--- src/rtl/aes_axis_blk_rx.sv ---
// AXI4-Stream slave front end of the AES core: packs WORDS_PER_BLK words into one big-endian block.
// Optional macro AES_AXIS_RX_BSWAP_EN byte-reverses each accepted word before placement.
module aes_axis_blk_rx #(
   parameter int WORD_W        = 32,
   parameter int WORDS_PER_BLK = 4
) (
   input  logic                            clock,
   input  logic                            reset,
   input  logic [WORD_W-1:0]               s_axis_tdata,
   input  logic                            s_axis_tvalid,
   output logic                            s_axis_tready,
   input  logic                            s_axis_tlast,
   output logic [WORD_W*WORDS_PER_BLK-1:0] blk_data,
   output logic                            blk_last,
   output logic                            blk_valid,
   input  logic                            blk_ready,
   output logic                            frame_err,
   output logic [31:0]                     blk_cnt
);

   localparam int BLK_W = WORD_W * WORDS_PER_BLK;
   localparam int CNT_W = (WORDS_PER_BLK > 1) ? $clog2(WORDS_PER_BLK) : 1;
   localparam logic [CNT_W-1:0] LAST_IDX = CNT_W'(WORDS_PER_BLK - 1);

   logic [CNT_W-1:0]  cnt_q;
   logic [CNT_W-1:0]  cnt_d;
   logic              beat;
   logic              final_beat;
   logic              early_last;
   logic              drain;
   logic [WORD_W-1:0] word_in;
   logic [BLK_W-1:0]  asm_q;
   logic [BLK_W-1:0]  asm_next;

`ifdef AES_AXIS_RX_BSWAP_EN
   function automatic logic [WORD_W-1:0] byte_swap(input logic [WORD_W-1:0] w);
      logic [WORD_W-1:0] r;
      r = '0;
      for (int b = 0; b < WORD_W / 8; b++) begin
         r[b*8 +: 8] = w[WORD_W-8-b*8 +: 8];
      end
      return r;
   endfunction

   assign word_in = byte_swap(s_axis_tdata);
`else
   assign word_in = s_axis_tdata;
`endif

   // A word may enter in the same cycle the pending block drains, so ready follows blk_ready combinationally.
   assign s_axis_tready = !reset && (!blk_valid || blk_ready);

   // State register: the word counter is the COLLECT(0..N-1) state.
   always_ff @(posedge clock) begin
      if (reset) begin
         cnt_q <= '0;
      end else begin
         cnt_q <= cnt_d;
      end
   end

   // Next-state logic.
   always_comb begin
      // NOTE: every signal assigned in a combinational block gets a default first, otherwise a latch is inferred.
      cnt_d = cnt_q;
      if (beat) begin
         cnt_d = (final_beat || s_axis_tlast) ? '0 : cnt_q + 1'b1;
      end
   end

   // Output / decode logic: beat qualification and word placement into the assembly image.
   always_comb begin
      beat       = s_axis_tvalid && s_axis_tready;
      final_beat = beat && (cnt_q == LAST_IDX);
      early_last = beat && s_axis_tlast && (cnt_q != LAST_IDX);
      drain      = blk_valid && blk_ready;
      asm_next   = asm_q;
      for (int k = 0; k < WORDS_PER_BLK; k++) begin
         if (cnt_q == CNT_W'(k)) begin
            asm_next[BLK_W-1-k*WORD_W -: WORD_W] = word_in;
         end
      end
   end

   // Assembly and one-deep output register; a load on the final beat wins over a drain in the same cycle.
   always_ff @(posedge clock) begin
      if (reset) begin
         // NOTE: sequential state uses non-blocking assignments so every register samples pre-edge values.
         asm_q     <= '0;
         blk_data  <= '0;
         blk_last  <= 1'b0;
         blk_valid <= 1'b0;
         frame_err <= 1'b0;
         blk_cnt   <= '0;
      end else begin
         frame_err <= early_last;
         if (beat && !final_beat && !s_axis_tlast) begin
            asm_q <= asm_next;
         end
         if (final_beat) begin
            blk_data  <= asm_next;
            blk_last  <= s_axis_tlast;
            blk_valid <= 1'b1;
         end else if (drain) begin
            blk_valid <= 1'b0;
         end
         if (drain) begin
            blk_cnt <= blk_cnt + 32'd1;
         end
      end
   end

endmodule

--- config.mk ---
export PLATFORM = sky130hd
export DESIGN_NAME = aes_axis_blk_rx
export DESIGN_NICKNAME = d
export VERILOG_FILES = /design/src/rtl/aes_axis_blk_rx.sv
export SDC_FILE = /design/constraint.sdc
export NUM_CORES = 1
export LEC_CHECK = 0
export CELL_PAD_IN_SITES_DETAIL_PLACEMENT = 0
export CELL_PAD_IN_SITES_GLOBAL_PLACEMENT = 1
export CORE_ASPECT_RATIO = 0.7
export CORE_MARGIN = 4
export CORE_UTILIZATION = 38
export CTS_CLUSTER_SIZE = 16
export DETAILED_ROUTE_END_ITERATION = 12
export HOLD_SLACK_MARGIN = 0.12
export PLACE_DENSITY = 0.8
export SLEW_MARGIN = 20
export SYNTH_ARGS = -nofsm -noshare
export SYNTH_HDL_FRONTEND = slang
export SYNTH_SLANG_ARGS = --single-unit
--- constraint.sdc ---
create_clock -name clock -period 2.2 [get_ports clock]
set_clock_uncertainty 0.2 [all_clocks]
set_input_delay 0.55 -clock clock [delete_from_list [all_inputs] [get_ports clock]]
set_output_delay 0.55 -clock clock [all_outputs]
set_load 0.03 [all_outputs]
* Yosys cells after proc, flatten, opt, wreduce, memory -nomap -nowiden
Index checks and enable logic that the tools add are counted.
W data, S select, Z words.
** Word-level totals
- Output and inout bits :: 164
- Bits of input ports :: 37
- Register bits after elaboration :: 293
- Logic and storage cells :: 36
** Cells by class
- Add/subtract/negate cells :: 2
- Muxes and demuxes :: 7
- Equality and inequality tests :: 4
- Reduce and logical (&&, ||, !) cells :: 16
** Operators by type and width (number)
- $mux W32 :: 4
- $add A32 B1 Y32 const B :: 1
- $logic_and A1 B1 Y1 :: 8
- $eq A2 B2 Y1 const B :: 2
- $logic_not A1 Y1 :: 4
- $add A2 B1 Y2 const B :: 1
- $eq A2 B1 Y1 const B :: 1
- $logic_not A2 Y1 :: 1
- $logic_or A1 B1 Y1 :: 2
- $mux W1 :: 2
- $mux W2 :: 1
- $ne A2 B2 Y1 const B :: 1
- $reduce_bool A2 Y1 :: 1

* Depth between registers and ports, before layout
- Word-level depth :: 8
- Gate-level depth with buffers :: 8
- Mapped depth without buffers :: 5

* Least setup slack after synthesis
No wires, ideal clock.
- Kind :: input to output
- Start :: input port reset
- End :: output port s_axis_tready
- Arrival :: 1.521 ns
- Data required time :: 1.450 ns
- Slack :: -0.071 ns
- Path buffers :: 3
- Stages :: 4
- Cells stage by stage :: buf_2 > clkbuf_1 > clkbuf_1 > nor2b_1
** On the way
- Longest elaborated chain between the ends :: 2
** Ends and longest elaborated chain
- from (decl) :: line 8 : input logic reset,
- $logic_not A1 Y1 :: line 51 : assign s_axis_tready = !reset && (!blk_valid || blk_ready);
- $logic_and A1 B1 Y1 :: line 51
- to (decl) :: line 11 : output logic s_axis_tready,
No other way between the ends.

* Final worst setup path
- Start :: register blk_cnt[20]
- End :: output port blk_cnt[20]
** RTL lines
- from (decl) :: line 18 : output logic [31:0] blk_cnt
- from (signal assigned) :: line 108 : blk_cnt <= blk_cnt + 32'd1;
No word-level cell between the ends.

==> results.md <==
- Yosys attributes the largest share of cell area to sky130_fd_sc_hd__dfxtp_1, sky130_fd_sc_hd__nand2_1, sky130_fd_sc_hd__mux2i_1.
- The area of all placed cells without fillers is 14000 um2.
- In this run the cell area of the synthesized design comes to 10400 um2.
- The startpoint identified for the worst register-to-register timing path is blk_cnt[0].
- The global router's overall resource usage is 19.3%.
- Data on the critical path arrives at its endpoint at 1.39 ns.
- Timing analysis after detailed placement gives a worst setup slack of -0.369 ns.
- The count of final setup violators is 0.
- The repair_antennas step left the layout with diodes totalling 0.
- The synthesis-to-layout area growth is 35.0%.
- The violation count after the first detailed-route iteration is 463.
- The final weighted congestion in routability-driven placement is 0.809.
- The final critical-path share of the clock period is 97.5%.
- The area share of the largest cell type after synthesis is 50.5%.
- The via total after detailed routing is 9099.
- Entering global routing, the biggest net connects 158 pins.
- The Yosys step of the flow raised 0 warnings.
- Detailed placement ended at an HPWL of 19400 um.
- STA classifies the critical path endpoint as an output pin.
- The total nets after synthesis is 1245.
- The launch instance of the worst min-delay path is blk_data[21].
- The total die area is 30000 um2.
- The slew of the pin with the lowest slew margin is 0.739 ns.
- The first-pass detailed-route iteration total is 5.
- The vertical die dimension is 146 um.
- In this run the register-to-register setup slack is 0.11 ns.
- CTS built an H-tree with a depth of 1.
- Using the TritonRoute via totals, the vias-per-cell ratio works out to 5.08.
- The worst min-delay path class is reg -> reg.
- The clock slew seen by the registers of the worst setup and hold paths is 0.07 ns.
- The global-route wire length before repair is 47700 um.
- CTS saw 261 sinks.
- The root cell of the clock tree is sky130_fd_sc_hd__clkbuf_16.
- The leakage dissipation is 0.00549 uW.
- The final max-slew violation count is 0.
- The final-report hold violation count came to 0.
- The smallest setup slack after layout is 0.0552 ns.
- The average footprint of a synthesized cell is 8.60 um2.
- The worst path required time is 1.45 ns.
- The cell type contributing the most total cell area after synthesis is sky130_fd_sc_hd__dfxtp_1.
- The clock period could shrink to 2.14 ns.
- The run finished with clean final reports.
- After detailed routing, the average wire length per cell comes to 16.7 um.
- The number of cells on the worst hold path is 2.
- The remaining global-route overflow is 0.
- In the layout the commonest cells are sky130_fd_sc_hd__nand2_1, sky130_fd_sc_hd__dfxtp_1, sky130_fd_sc_hd__a21oi_1.
- The count of nets left with antenna violations once routing finished came out at 0.
- The initial antenna violation count was 0.
- The cell count after synthesis came out at 1203.
- The number of placed I/O pins is 201.
- The clock insertion delay at the later pin of the skew report is 0.54 ns.
- The total CTS buffers is 27.
- Counting distinct cell types in the post-synthesis netlist gives 37.
- The share of layout cells above drive strength 1 is 10.5%.
- The max capacitance violation total is 0.
- Setup repair after global routing left no endpoint under its margin.
- The sequential cell area fraction in the yosys report is 50.5%.
- The terminus of the critical flop-to-flop path is blk_cnt[30].
- The worst slew slack as a fraction of its limit is 50.7%.
- After synthesis the netlist holds a flip-flop and latch count of 261.
- The logic depth of the worst register-to-register path is 5.
- The core region is 26800 um2.
- VDD sags by at most 0.657 mV.
- The area after detailed placement is 13200 um2.
- From left edge to right edge, the die measures 205 um.
- The power density over the cells is 702 nW/um2.
- The completed layout was analyzed and its total power is 9800 uW.
- The critical path in this run is classified as reg -> out.
- STA classifies the critical path startpoint as a flop.
- The largest fanout on the critical path is 7.
- For hold timing, the worst endpoint is blk_data[21].
- For this run, design rule violations remaining after detail routing come to 0.
- The aggregate routed wire length is 30000 um.
- The highest clock rate is 466 MHz.
- The library cell used most frequently in the layout, excluding fill and tap cells, is sky130_fd_sc_hd__nand2_1.
- At the end of the flow, the number of nets in the layout was 1448.
- No sink is reached through more buffers than the 3 on the longest clock path.
- The number of global-route vias before repair came to 8583.
- TritonCTS built the clock tree.
- The initial utilization of the core area, before any placement, comes to 38.7%.
- The port buffer count is 200.
- The number of placement rows is 50.
## per-stage QoR
stage / cells / hold WS [ns] / utilization, % / setup TNS [ns]
final: 1791 / 0.249 / 52.2 / 0
after global routing: 1791 / 0.268 / 52.2 / 0
after CTS: 1787 / 0.251 / 52.1 / -0.00652
after detailed placement: 1737 / 0.246 / 49.5 / -45.01
after global placement: 1737 / 0.241 / 49.5 / -37.56
after floorplan: 1203 / 0.236 / - / 0
## cells in the mapped netlist, drive strengths merged
| master | n |
|---|---|
| clkbuf | 61 |
| and4 | 4 |
| xor2 | 6 |
| mux2 | 3 |
| mux2i | 96 |
| dfxtp | 261 |
| inv | 5 |
| or4 | 12 |
| o21ai | 8 |
| o31ai | 11 |
| nor2b | 5 |
| nor4 | 2 |
| and2 | 3 |
| a21oi | 152 |
| nand3b | 1 |
| nand2b | 1 |
| nand4 | 10 |
| nand4b | 1 |
| buf | 39 |
| a22oi | 1 |
| nand2 | 272 |
| a211oi | 96 |
| or2 | 1 |
| and3 | 9 |
| nor4b | 2 |
| or3 | 9 |
| ha | 5 |
| nor3 | 2 |
| xnor2 | 3 |
| nor2 | 110 |
| nand3 | 12 |
## registers in the layout (all words and copies together) (netlist names)
| name | count |
|---|---|
| asm_q | 96 |
| blk_cnt | 32 |
| blk_data | 128 |
| blk_last | 1 |
| blk_valid | 1 |
| cnt_q | 2 |
| frame_err | 1 |
## worst max path at each step
| stage | from | end | slack, ns | cells after the start |
|---|---|---|---|---|
| final | blk_cnt[20] | blk_cnt[20] | 0.06 | 2 |
| after global routing | blk_cnt[15] | blk_cnt[15] | 0.001 | 1 |
| after CTS | blk_valid | blk_valid | -0.007 | 1 |
| after global placement | blk_ready | blk_cnt[23] | -0.38 | 6 |
| after floorplan | blk_cnt[3] | blk_cnt[30] | 0.04 | 6 |
| after detailed placement | blk_ready | blk_cnt[23] | -0.37 | 6 |
## worst max-delay path, cell delays in order (launching register included)
cell and delay [ns]:
sky130_fd_sc_hd__dfxtp_1 0.34, sky130_fd_sc_hd__buf_4 0.15, sky130_fd_sc_hd__clkdlybuf4s15_1 0.37
## layout make-up
type                            instances  area [um2]
Fill cell                            2624       12800
Sequential cell                       261        5230
Clock buffer                           36         759
Clock inverter                         14         130
Multi-Input combinational cell        837        4740
Tap cell                              364         455
Inverter                                5        18.8
Timing Repair Buffer                  274        2640
## what timing repair did
| action | 4_1_cts | 5_1_grt |
|---|---|---|
| setup endpoints to repair | 164 | 20 |
| buffers inserted | 0 | 4 |
| gates resized for setup | 168 | 16 |
| hold buffers | 0 | 0 |
| pin swaps | 0 | 1 |
## kinds of logic (layout without fill, tap and decap cells)
group / count (synthesis) / in the layout / share of synthesized area, %
simple gates: 456 / 456 / 18.7
compound gates: 268 / 268 / 15.6
flops: 261 / 261 / 50.5
buf+inv: 105 / 329 / 4.23
mux: 99 / 99 / 9.61
xor+xnor: 9 / 9 / 0.762
fa+ha+maj: 5 / 5 / 0.604
## metal layers
metal  GRT usage (%)  vias up  routed length [um]
met5               0        -                   0
met2            29.6      191               13100
met4            3.48        0                 544
met1            28.2     4309               14600
li1                -     4563                   -
met3            4.57       36                1760
## power by group
| part | total, uW | internal [uW] | switching (uW) |
|---|---|---|---|
| Clock | 4600 | 2670 | 1930 |
| Sequential | 4760 | 4750 | 12.3 |
| Combinational | 439 | 169 | 270 |
Note: power is estimated with default switching activity, not from simulation.
